$ cat src/rtl/dsp_mac_pipe_if.sv
`default_nettype none
// ============================================================================
// Module   : dsp_mac_pipe_if
// Brief    : Operand/result bundle of the pipelined pre-add/multiply/post-add slice.
// Revision : 1.0
// ============================================================================
interface dsp_mac_pipe_if #(
   parameter int A_W = 18,
   parameter int B_W = 18,
   parameter int P_W = 48
);
   logic                 in_valid;
   logic [A_W-1:0]       A;
   logic [B_W-1:0]       B;
   logic [B_W-1:0]       BCIN;
   logic [B_W-1:0]       D;
   logic [P_W-1:0]       C;
   logic [P_W-1:0]       PCIN;
   logic                 carryin;
   logic [7:0]           opmode;
   logic [A_W+B_W-1:0]   M;
   logic [P_W-1:0]       P;
   logic [P_W-1:0]       PCOUT;
   logic [B_W-1:0]       BCOUT;
   logic                 carryout;
   logic                 carryoutF;
   logic                 out_valid;
   logic                 ovf;

   modport master (
      output in_valid, A, B, BCIN, D, C, PCIN, carryin, opmode,
      input  M, P, PCOUT, BCOUT, carryout, carryoutF, out_valid, ovf
   );

   modport slave (
      input  in_valid, A, B, BCIN, D, C, PCIN, carryin, opmode,
      output M, P, PCOUT, BCOUT, carryout, carryoutF, out_valid, ovf
   );
endinterface
`default_nettype wire

$ cat src/rtl/dsp_mac_pipe.sv
`default_nettype none
// ============================================================================
// Module   : dsp_mac_pipe
// Brief    : Pre-adder -> multiplier -> post-adder/accumulator, fixed latency
//            IREG+MREG+PREG. Optional macro DSP_SAT_EN: unsigned saturation.
// Revision : 1.0
// ============================================================================
module dsp_mac_pipe #(
   parameter int    A_W        = 18,
   parameter int    B_W        = 18,
   parameter int    P_W        = 48,
   parameter int    IREG       = 1,
   parameter int    MREG       = 1,
   parameter int    PREG       = 1,
   parameter string B_INPUT    = "DIRECT",
   parameter string CARRYINSEL = "CARRYIN"
) (
   input  wire logic     clk,
   input  wire logic     RST,
   input  wire logic     CE,
   dsp_mac_pipe_if.slave bus
);
   localparam int M_W   = A_W + B_W;
   localparam int DAB_W = A_W + 2*B_W;

   // op keeps {post-sub, pre-sub, use-pre, Z[1:0], X[1:0]}; opmode[5] is folded into cin
   typedef struct packed {
      logic           vld;
      logic           cin;
      logic [6:0]     op;
      logic [P_W-1:0] pcin;
      logic [P_W-1:0] c;
      logic [B_W-1:0] d;
      logic [B_W-1:0] bsel;
      logic [A_W-1:0] a;
   } in_t;

   typedef struct packed {
      logic             vld;
      logic             cin;
      logic [4:0]       op;
      logic [P_W-1:0]   pcin;
      logic [P_W-1:0]   c;
      logic [DAB_W-1:0] dab;
      logic [M_W-1:0]   m;
   } mul_t;

   typedef struct packed {
      logic           vld;
      logic           ovf;
      logic           co;
      logic [P_W-1:0] p;
   } out_t;

   in_t            in_d, in_s;
   mul_t           mul_d, mul_s;
   out_t           out_d, out_s;
   logic [B_W-1:0] pre;
   logic [P_W-1:0] p_fb;
   logic [P_W-1:0] x_sel, z_sel;
   logic [P_W:0]   x_cin, sum;

   always_comb begin
      in_d.vld  = bus.in_valid;
      in_d.cin  = (CARRYINSEL == "OPMODE5") ? bus.opmode[5] : bus.carryin;
      in_d.op   = {bus.opmode[7], bus.opmode[6], bus.opmode[4], bus.opmode[3:0]};
      in_d.pcin = bus.PCIN;
      in_d.c    = bus.C;
      in_d.d    = bus.D;
      in_d.bsel = (B_INPUT == "CASCADE") ? bus.BCIN : bus.B;
      in_d.a    = bus.A;
   end

   generate
      if (IREG != 0) begin : g_ireg
         in_t in_q;
         always_ff @(posedge clk) begin
            if (RST)     in_q <= '0;
            else if (CE) in_q <= in_d;
         end
         assign in_s = in_q;
      end else begin : g_ibyp
         assign in_s = in_d;
      end
   endgenerate

   always_comb begin
      if (!in_s.op[4])     pre = in_s.bsel;
      else if (in_s.op[5]) pre = in_s.d - in_s.bsel;
      else                 pre = in_s.d + in_s.bsel;
   end

   always_comb begin
      mul_d.vld  = in_s.vld;
      mul_d.cin  = in_s.cin;
      mul_d.op   = {in_s.op[6], in_s.op[3:0]};
      mul_d.pcin = in_s.pcin;
      mul_d.c    = in_s.c;
      mul_d.dab  = {in_s.d, in_s.a, in_s.bsel};
      mul_d.m    = M_W'(in_s.a) * M_W'(pre);
   end

   generate
      if (MREG != 0) begin : g_mreg
         mul_t mul_q;
         always_ff @(posedge clk) begin
            if (RST)     mul_q <= '0;
            else if (CE) mul_q <= mul_d;
         end
         assign mul_s = mul_q;
      end else begin : g_mbyp
         assign mul_s = mul_d;
      end
   endgenerate

   always_comb begin
      case (mul_s.op[1:0])
         2'd0:    x_sel = '0;
         2'd1:    x_sel = P_W'(mul_s.m);
         2'd2:    x_sel = p_fb;
         default: x_sel = P_W'(mul_s.dab);
      endcase
      case (mul_s.op[3:2])
         2'd0:    z_sel = '0;
         2'd1:    z_sel = mul_s.pcin;
         2'd2:    z_sel = p_fb;
         default: z_sel = mul_s.c;
      endcase
   end

   // One extra bit keeps the carry (add) or borrow (subtract) visible
   always_comb begin
      x_cin = {1'b0, x_sel} + (P_W+1)'(mul_s.cin);
      if (mul_s.op[4]) sum = {1'b0, z_sel} - x_cin;
      else             sum = {1'b0, z_sel} + x_cin;
   end

   always_comb begin
      out_d.vld = mul_s.vld;
      out_d.co  = sum[P_W];
`ifdef DSP_SAT_EN
      if (sum[P_W]) begin
         out_d.p   = mul_s.op[4] ? '0 : '1;
         out_d.ovf = 1'b1;
      end else begin
         out_d.p   = sum[P_W-1:0];
         out_d.ovf = 1'b0;
      end
`else
      out_d.p   = sum[P_W-1:0];
      out_d.ovf = 1'b0;
`endif
   end

   // Without a P register the feedback selection reads zero, so no combinational loop forms
   generate
      if (PREG != 0) begin : g_preg
         out_t out_q;
         always_ff @(posedge clk) begin
            if (RST)     out_q <= '0;
            else if (CE) out_q <= out_d;
         end
         assign out_s = out_q;
         assign p_fb  = out_q.p;
      end else begin : g_pbyp
         assign out_s = out_d;
         assign p_fb  = '0;
      end
   endgenerate

   assign bus.M         = mul_s.m;
   assign bus.BCOUT     = in_s.bsel;
   assign bus.P         = out_s.p;
   assign bus.PCOUT     = out_s.p;
   assign bus.carryout  = out_s.co;
   assign bus.carryoutF = out_s.co;
   assign bus.out_valid = out_s.vld;
   assign bus.ovf       = out_s.ovf;

endmodule
`default_nettype wire

$ cat src/flat_wrapper.sv
// flat-port wrapper written by rule: the top's interface ports become plain ports
module dsp_mac_pipe_flat 
#(
   parameter int    A_W        = 18,
   parameter int    B_W        = 18,
   parameter int    P_W        = 48,
   parameter int    IREG       = 1,
   parameter int    MREG       = 1,
   parameter int    PREG       = 1,
   parameter string B_INPUT    = "      ",
   parameter string CARRYINSEL = "       "
)
  (clk, RST, CE, bus_in_valid, bus_A, bus_B, bus_BCIN, bus_D, bus_C, bus_PCIN, bus_carryin, bus_opmode, bus_M, bus_P, bus_PCOUT, bus_BCOUT, bus_carryout, bus_carryoutF, bus_out_valid, bus_ovf);
  dsp_mac_pipe_if #(.A_W(A_W), .B_W(B_W), .P_W(P_W)) bus_i ();
  input  wire logic clk;
  input  wire logic RST;
  input  wire logic CE;
  input wire logic [$bits(bus_i.in_valid)-1:0] bus_in_valid;
  input wire logic [$bits(bus_i.A)-1:0] bus_A;
  input wire logic [$bits(bus_i.B)-1:0] bus_B;
  input wire logic [$bits(bus_i.BCIN)-1:0] bus_BCIN;
  input wire logic [$bits(bus_i.D)-1:0] bus_D;
  input wire logic [$bits(bus_i.C)-1:0] bus_C;
  input wire logic [$bits(bus_i.PCIN)-1:0] bus_PCIN;
  input wire logic [$bits(bus_i.carryin)-1:0] bus_carryin;
  input wire logic [$bits(bus_i.opmode)-1:0] bus_opmode;
  output wire logic [$bits(bus_i.M)-1:0] bus_M;
  output wire logic [$bits(bus_i.P)-1:0] bus_P;
  output wire logic [$bits(bus_i.PCOUT)-1:0] bus_PCOUT;
  output wire logic [$bits(bus_i.BCOUT)-1:0] bus_BCOUT;
  output wire logic [$bits(bus_i.carryout)-1:0] bus_carryout;
  output wire logic [$bits(bus_i.carryoutF)-1:0] bus_carryoutF;
  output wire logic [$bits(bus_i.out_valid)-1:0] bus_out_valid;
  output wire logic [$bits(bus_i.ovf)-1:0] bus_ovf;
  assign bus_i.in_valid = bus_in_valid;
  assign bus_i.A = bus_A;
  assign bus_i.B = bus_B;
  assign bus_i.BCIN = bus_BCIN;
  assign bus_i.D = bus_D;
  assign bus_i.C = bus_C;
  assign bus_i.PCIN = bus_PCIN;
  assign bus_i.carryin = bus_carryin;
  assign bus_i.opmode = bus_opmode;
  assign bus_M = bus_i.M;
  assign bus_P = bus_i.P;
  assign bus_PCOUT = bus_i.PCOUT;
  assign bus_BCOUT = bus_i.BCOUT;
  assign bus_carryout = bus_i.carryout;
  assign bus_carryoutF = bus_i.carryoutF;
  assign bus_out_valid = bus_i.out_valid;
  assign bus_ovf = bus_i.ovf;
  dsp_mac_pipe #(.A_W(A_W), .B_W(B_W), .P_W(P_W), .IREG(IREG), .MREG(MREG), .PREG(PREG), .B_INPUT(B_INPUT), .CARRYINSEL(CARRYINSEL)) u_core (.clk(clk), .RST(RST), .CE(CE), .bus(bus_i));
endmodule
$ cat config.mk
export PLATFORM = sky130hd
export DESIGN_NAME = dsp_mac_pipe_flat
export DESIGN_NICKNAME = d
export VERILOG_FILES = /design/src/rtl/dsp_mac_pipe_if.sv /design/src/rtl/dsp_mac_pipe.sv /design/src/flat_wrapper.sv
export SDC_FILE = /design/constraint.sdc
export NUM_CORES = 2
export LEC_CHECK = 0
export CELL_PAD_IN_SITES_DETAIL_PLACEMENT = 0
export CELL_PAD_IN_SITES_GLOBAL_PLACEMENT = 2
export CORE_MARGIN = 2
export CORE_UTILIZATION = 33
export DETAILED_ROUTE_END_ITERATION = 8
export PLACE_DENSITY_LB_ADDON = 0.25
export SLEW_MARGIN = 40
export SYNTH_ARGS = -nofsm -noshare
export SYNTH_HDL_FRONTEND = slang
export SYNTH_SLANG_ARGS = --single-unit
$ cat constraint.sdc
create_clock -name clk -period 8.4 [get_ports clk]
set_input_delay 1.26 -clock clk [delete_from_list [all_inputs] [get_ports clk]]
set_output_delay 1.26 -clock clk [all_outputs]
set_load 0.02 [all_outputs]
# Yosys cells after proc, flatten, opt, wreduce, memory -nomap -nowiden
# Cells that the tools add are included.
dict set report classes {
  n_mul 1
  muxes 5
  n_addsub 5
  eq_ne 4
  reduce_logical 2
}
# op count
set ops {}
lappend ops {{$pmux 48 s3} 2}
lappend ops {{$add 48x1->49} 1}
lappend ops {{$add 48x49->49} 1}
lappend ops {{$mux 49} 1}
lappend ops {{$sub 48x49->49} 1}
lappend ops {{$mul 18x18->36} 1}
lappend ops {{$mux 18} 2}
lappend ops {{$add 18x18->18} 1}
lappend ops {{$sub 18x18->18} 1}
lappend ops {{$eq 2x1->1 const B} 2}
lappend ops {{$eq 2x2->1 const B} 2}
lappend ops {{$logic_not 2->1} 2}
dict set report totals {
  reg_bits 396
  input_bits 181
  elab_cells 35
  output_inout_bits 154
}

# Logic depth before layout (Yosys ltp)
dict set report logic_depth {
  word_depth 5
  depth_mapped 41
  depth_no_buf 40
}

# Worst setup path before layout
# OpenSTA, ideal clock, no wires.
dict set report synth_path {
  path_type {register to register}
  start {reg u_core.g_ireg.in_q[155] (netlist name)}
  end {reg u_core.g_mreg.mul_q, in the netlist u_core.bus.M[35]}
  setup_slack_ps -842
  setup_time_ps 131
  path_stages_with_launch 37
  path_buffers 3
  period_less_slack_ps 9242
  t_arrival_ps 9110
  required_time_ps 8269
  cell_sequence {dfxtp_1 > clkbuf_1 > clkbuf_1 > mux2i_1 > fa_1 > a21o_1 > a21oi_1 > o21bai_1 > a21oi_1 > o21bai_1 > a21oi_1 > o21a_1 > o21ai_0 > and4_1 > or4_1 > a31oi_1 > clkbuf_1 > nand2b_1 > fa_1 > fa_1 > inv_1 > fa_1 > fa_1 > fa_1 > inv_1 > fa_1 > inv_1 > ha_1 > a21o_1 > a21o_1 > a221oi_1 > o31a_1 > a2111o_1 > a31oi_1 > a21boi_0 > o32ai_1 > nor3b_1}
}
dict set report synth_via {
  elab_chain_len 3
}
# item line
set synth_rtl {}
lappend synth_rtl {{start, declared} dsp_mac_pipe.sv:76} ;# in_t in_q;
lappend synth_rtl {{start signal, assigned} dsp_mac_pipe.sv:79} ;# else if (CE) in_q <= in_d;
lappend synth_rtl {{$mux 18} dsp_mac_pipe.sv:89} ;# else if (in_s.op[5]) pre = in_s.d - in_s.bsel;
lappend synth_rtl {{$mux 18} dsp_mac_pipe.sv:88} ;# if (!in_s.op[4]) pre = in_s.bsel;
lappend synth_rtl {{$mul 18x18->36} dsp_mac_pipe.sv:100} ;# mul_d.m = M_W'(in_s.a) * M_W'(pre);
lappend synth_rtl {{end signal, assigned} dsp_mac_pipe.sv:108} ;# else if (CE) mul_q <= mul_d;
lappend synth_rtl {{end, declared} dsp_mac_pipe.sv:105} ;# mul_t mul_q;
# Every way passes these cells.
# A chain may end at the register's enable or synchronous reset.

# Final worst setup path
dict set report layout_path {
  start {reg u_core.g_ireg.in_q, in the netlist u_core.bus.BCOUT[0]}
  end {reg u_core.g_mreg.mul_q, in the netlist u_core.bus.M[32]}
}
dict set report layout_via {
  elab_chain_len 4
  elab_cells_between_ends 5
  classes_between {add/sub (2); mul (1); mux (2)}
}
# item line
set layout_rtl {}
lappend layout_rtl {{$add 18x18->18 / $sub 18x18->18 (equally long branches)} {dsp_mac_pipe.sv:90, dsp_mac_pipe.sv:89}}
lappend layout_rtl {{$mux 18} dsp_mac_pipe.sv:89}
lappend layout_rtl {{$mux 18 (*)} dsp_mac_pipe.sv:88}
lappend layout_rtl {{$mul 18x18->36 (*)} dsp_mac_pipe.sv:100}
# Mark *: on every way between the ends. The rest lies on a longest branch, timed or not.

==> flow_metrics.tcl <==
set metrics [dict create \
    status "finished with violations" \
    violations "negative setup slack" \
    crit_path_max_fanout 6 \
    async_set_reset_flop_share_out_of_synthesis_pct 0 \
    minimum_period_implied_by_the_final_worst_setup_slack_ns 8.75 \
    final_common_cell "nor2_1" \
    cts.sink_count 396 \
    num_vias 27200 \
    internal_power_contribution_mw 5.25 \
    relSlewSlack_pct 37.5 \
    ctsHtreeMaxLevel 2 \
    die_width_um 324 \
    area_growth_syn_to_layout_pct 23.7 \
    min_path_type "reg -> reg" \
    total_cell_area_at_the_placement_stage_mm2 0.0392 \
    syn_inst 3839 \
    worst_path_largest_cell_delay_ns 0.54 \
    floorplan.core_area_mm2 0.102 \
    post_synth_num_cell_types 87 \
    synth_fp_nets 4457 \
    finalInstanceArea_mm2 0.0419 \
    cts_root_buf "clkbuf_16" \
    power_density_mw_per_mm2 203 \
    wire_per_inst_um 19.9 \
    grt_start_max_net_pins 136 \
    routed_wl_um 111000 \
    io_pins 335 \
    routed_via_density 4.86 \
    detailedPlacementHpwl_um 86100 \
    slew_viol_final 0 \
    grt_first_pass_wirelength_um 172000 \
    setup_viol 13 \
    vias_in_the_first_global_route 28300 \
    post-layout-total-power_mw 8.50 \
    synth_warnings 0 \
    ys_ff_latch 396 \
    hold_violations 0 \
    power.switching_fraction_pct 38.2 \
    syn-cell-area_mm2 0.0339 \
    ys.flop_type "dfxtp_1" \
    syn-mean-instance-area_um2 8.83 \
    rsz0062_at_grt "yes" \
    power.ir.vdd_worst_mv 0.166 \
    seq_power_share_pct 27.6 \
    finish.net_count 4802 \
    grt_use_total_pct 21.0 \
    crit_required_ns 8.98 \
    floorplan.die.height_um 324 \
    clock_path_buffers 3 \
    finalWeightedCongestion 0.855 \
    number_of_antenna_violations_at_the_first_check_in_global_routing 1 \
    post_route_cells_drive_above_1_share_pct 15.1 \
    cap_viol_max_count 0 \
    tritoncts "yes" \
    combinationalPowerShare_pct 44.7 \
    cp_slowest_cell "fa_1" \
    start_util_pct 33.3 \
    p_leak_nw 18.9 \
    timing.fmax_mhz 114 \
    detailedRoute.firstIterationViolations 1381 \
    crit_type "reg -> reg" \
    drt_drc_violations_left 0 \
    post-route-period-util_pct 104 \
    clkLatencyLatePin_ns 0.66 \
    cts-buffers-inserted 51 \
    synth_enable_flop_cells 0 \
    clkTransAtPathRegs_ns 0.06 \
    clock_skew_ns 0.0300 \
    element_type_at_the_critical_path_start "flop" \
    die_area_mm2 0.105 \
    postRouteAntennaNets 0 \
    crit_top_cell "fa_1" \
    worst_setup_path_end_kind "flop" \
    buffer_ports.inserted 314 \
    rows 117 \
    synth.yosys.seq_area_share_pct 23.4 \
    global_route.overflow_total 0 \
    post-place-ws_ns -0.931 \
    drt_pass1_iterations 5 \
    transition_time_at_the_pin_with_the_least_slew_margin_ns 0.938 \
    p_sw_mw 3.25 \
    clkPwrFrac_pct 27.7 \
    post-route-worst-setup-slack_ns -0.351 \
    cts-hold-fix-buffers 0 \
    layout.cells.most_common_list "484 x nor2_1, 388 x dfxtp_1, 382 x mux2i_1, 359 x inv_1, 312 x clkdlybuf4s50_1" \
    arrival_ns 9.33 \
]
==> cell type report <==
cell class / instances / area, µm²
Antenna cell: 2 / 5.00
Clock buffer: 73 / 1510
Clock inverter: 17 / 282
Fill cell: 10300 / 59800
Inverter: 375 / 1410
Multi-Input combinational cell: 2756 / 23500
Sequential cell: 396 / 7940
Tap cell: 1368 / 1710
Timing Repair Buffer: 604 / 5520
==> worst paths after layout <==
kind,to,slack [ns],cells past startpoint,start
worst max register to register,u_core.bus.M[32],-0.35,39,u_core.bus.BCOUT[0]
worst min-delay path,u_core.g_mreg.mul_q[44],0.49,2,u_core.g_mreg.mul_q[44]
worst min register to register,u_core.g_mreg.mul_q[44],0.49,2,u_core.g_mreg.mul_q[44]
worst max-delay path,u_core.bus.M[32],-0.35,39,u_core.bus.BCOUT[0]
==> registers in the layout, indices dropped and copies added (netlist names) <==
register	flops
u_core.bus.P	48
u_core.bus.M	36
u_core.bus.carryout	1
u_core.bus.out_valid	1
u_core.g_mreg.mul_q	151
u_core.bus.BCOUT	18
u_core.g_ireg.in_q	141
==> layer usage <==
| layer | vias up | global-route usage [%] | routed length (µm) |
|---|---|---|---|
| li1 | 13400 | - | - |
| met1 | 13300 | 28.1 | 51400 |
| met2 | 460 | 35.8 | 52700 |
| met3 | 108 | 2.89 | 4520 |
| met4 | 0 | 4.71 | 2450 |
| met5 | - | 0 | 0 |
==> critical path: cells and delay by family, from the launching register on <==
| family | cells | cell delay, ns |
|---|---|---|
| fa+ha+maj | 8 | 3.36 |
| xor+xnor | 3 | 0.34 |
| compound gates | 9 | 1.78 |
| buf+inv | 8 | 0.63 |
| mux | 2 | 0.39 |
| flops | 1 | 0.36 |
| simple gates | 9 | 1.85 |
==> cell families after synthesis <==
logic type / share of synthesized area [%]
buffers and inverters: 9.04
multiplexers: 14.8
XOR/XNOR: 4.94
AND/OR/NAND/NOR: 16.6
adder cells (fa/ha/maj): 21.9
flip-flops: 23.4
other: 0.0111
AO/OA/AOI/OAI: 9.37
==> power groups by stage <==
stage	Combinational [mW]	Clock [mW]	Sequential, mW
after floorplan	2.34	0	2.29
after global placement	3.59	0	2.40
after detailed placement	3.58	0	2.39
after CTS	3.75	2.43	2.36
after global routing	4.18	2.50	2.38
final	3.80	2.35	2.35
==> timing repair <==
item / CTS / global route
setup buffers: 31 / 16
setup endpoints to repair: 16 / 19
gates resized for setup: 83 / 51
pin swaps: 99 / 88
cloned: 0 / 0
==> through the flow <==
stage	util (%)	hold WS, ns	setup TNS, ns	std cells
after floorplan	-	0.454	0	3839
after global placement	38.5	0.465	-7.48	5456
after detailed placement	38.5	0.478	-7.83	5456
after CTS	40.8	0.493	-3.37	5573
after global routing	41.2	0.512	-8.02	5589
final	41.2	0.487	-2.46	5591
==> cell usage after synthesis (all sizes together), types with 8 or more instances <==
| library cell | count | area, µm² |
|---|---|---|
| nor2 | 488 | 1830 |
| dfxtp | 396 | 7930 |
| mux2i | 385 | 3850 |
| inv | 374 | 1400 |
| nand2 | 271 | 1020 |
| fa | 258 | 5160 |
| ha | 179 | 2240 |
| buf | 161 | 1090 |
| clkbuf | 151 | 567 |
| xnor2 | 136 | 1190 |
| a21oi | 105 | 529 |
| mux2 | 103 | 1160 |
| nor2b | 83 | 519 |
| and2 | 64 | 400 |
| o21ai | 62 | 310 |
| a22o | 61 | 534 |
| xor2 | 55 | 482 |
| nand2b | 51 | 319 |
| a21o | 46 | 345 |
| nor3 | 45 | 225 |
| a22oi | 37 | 313 |
| nand3 | 31 | 168 |
| nor4 | 30 | 288 |
| a31oi | 29 | 181 |
| and3 | 21 | 131 |
| or3 | 20 | 130 |
| a211oi | 17 | 128 |
| or2 | 15 | 93.8 |
| nand4 | 14 | 87.6 |
| o211ai | 13 | 97.6 |
| o22ai | 13 | 81.3 |
| o21a | 12 | 90.1 |
| or4 | 11 | 86.3 |
| nor3b | 10 | 75.1 |
| o21bai | 8 | 60.1 |
Note: power is estimated with default switching activity, not from simulation.
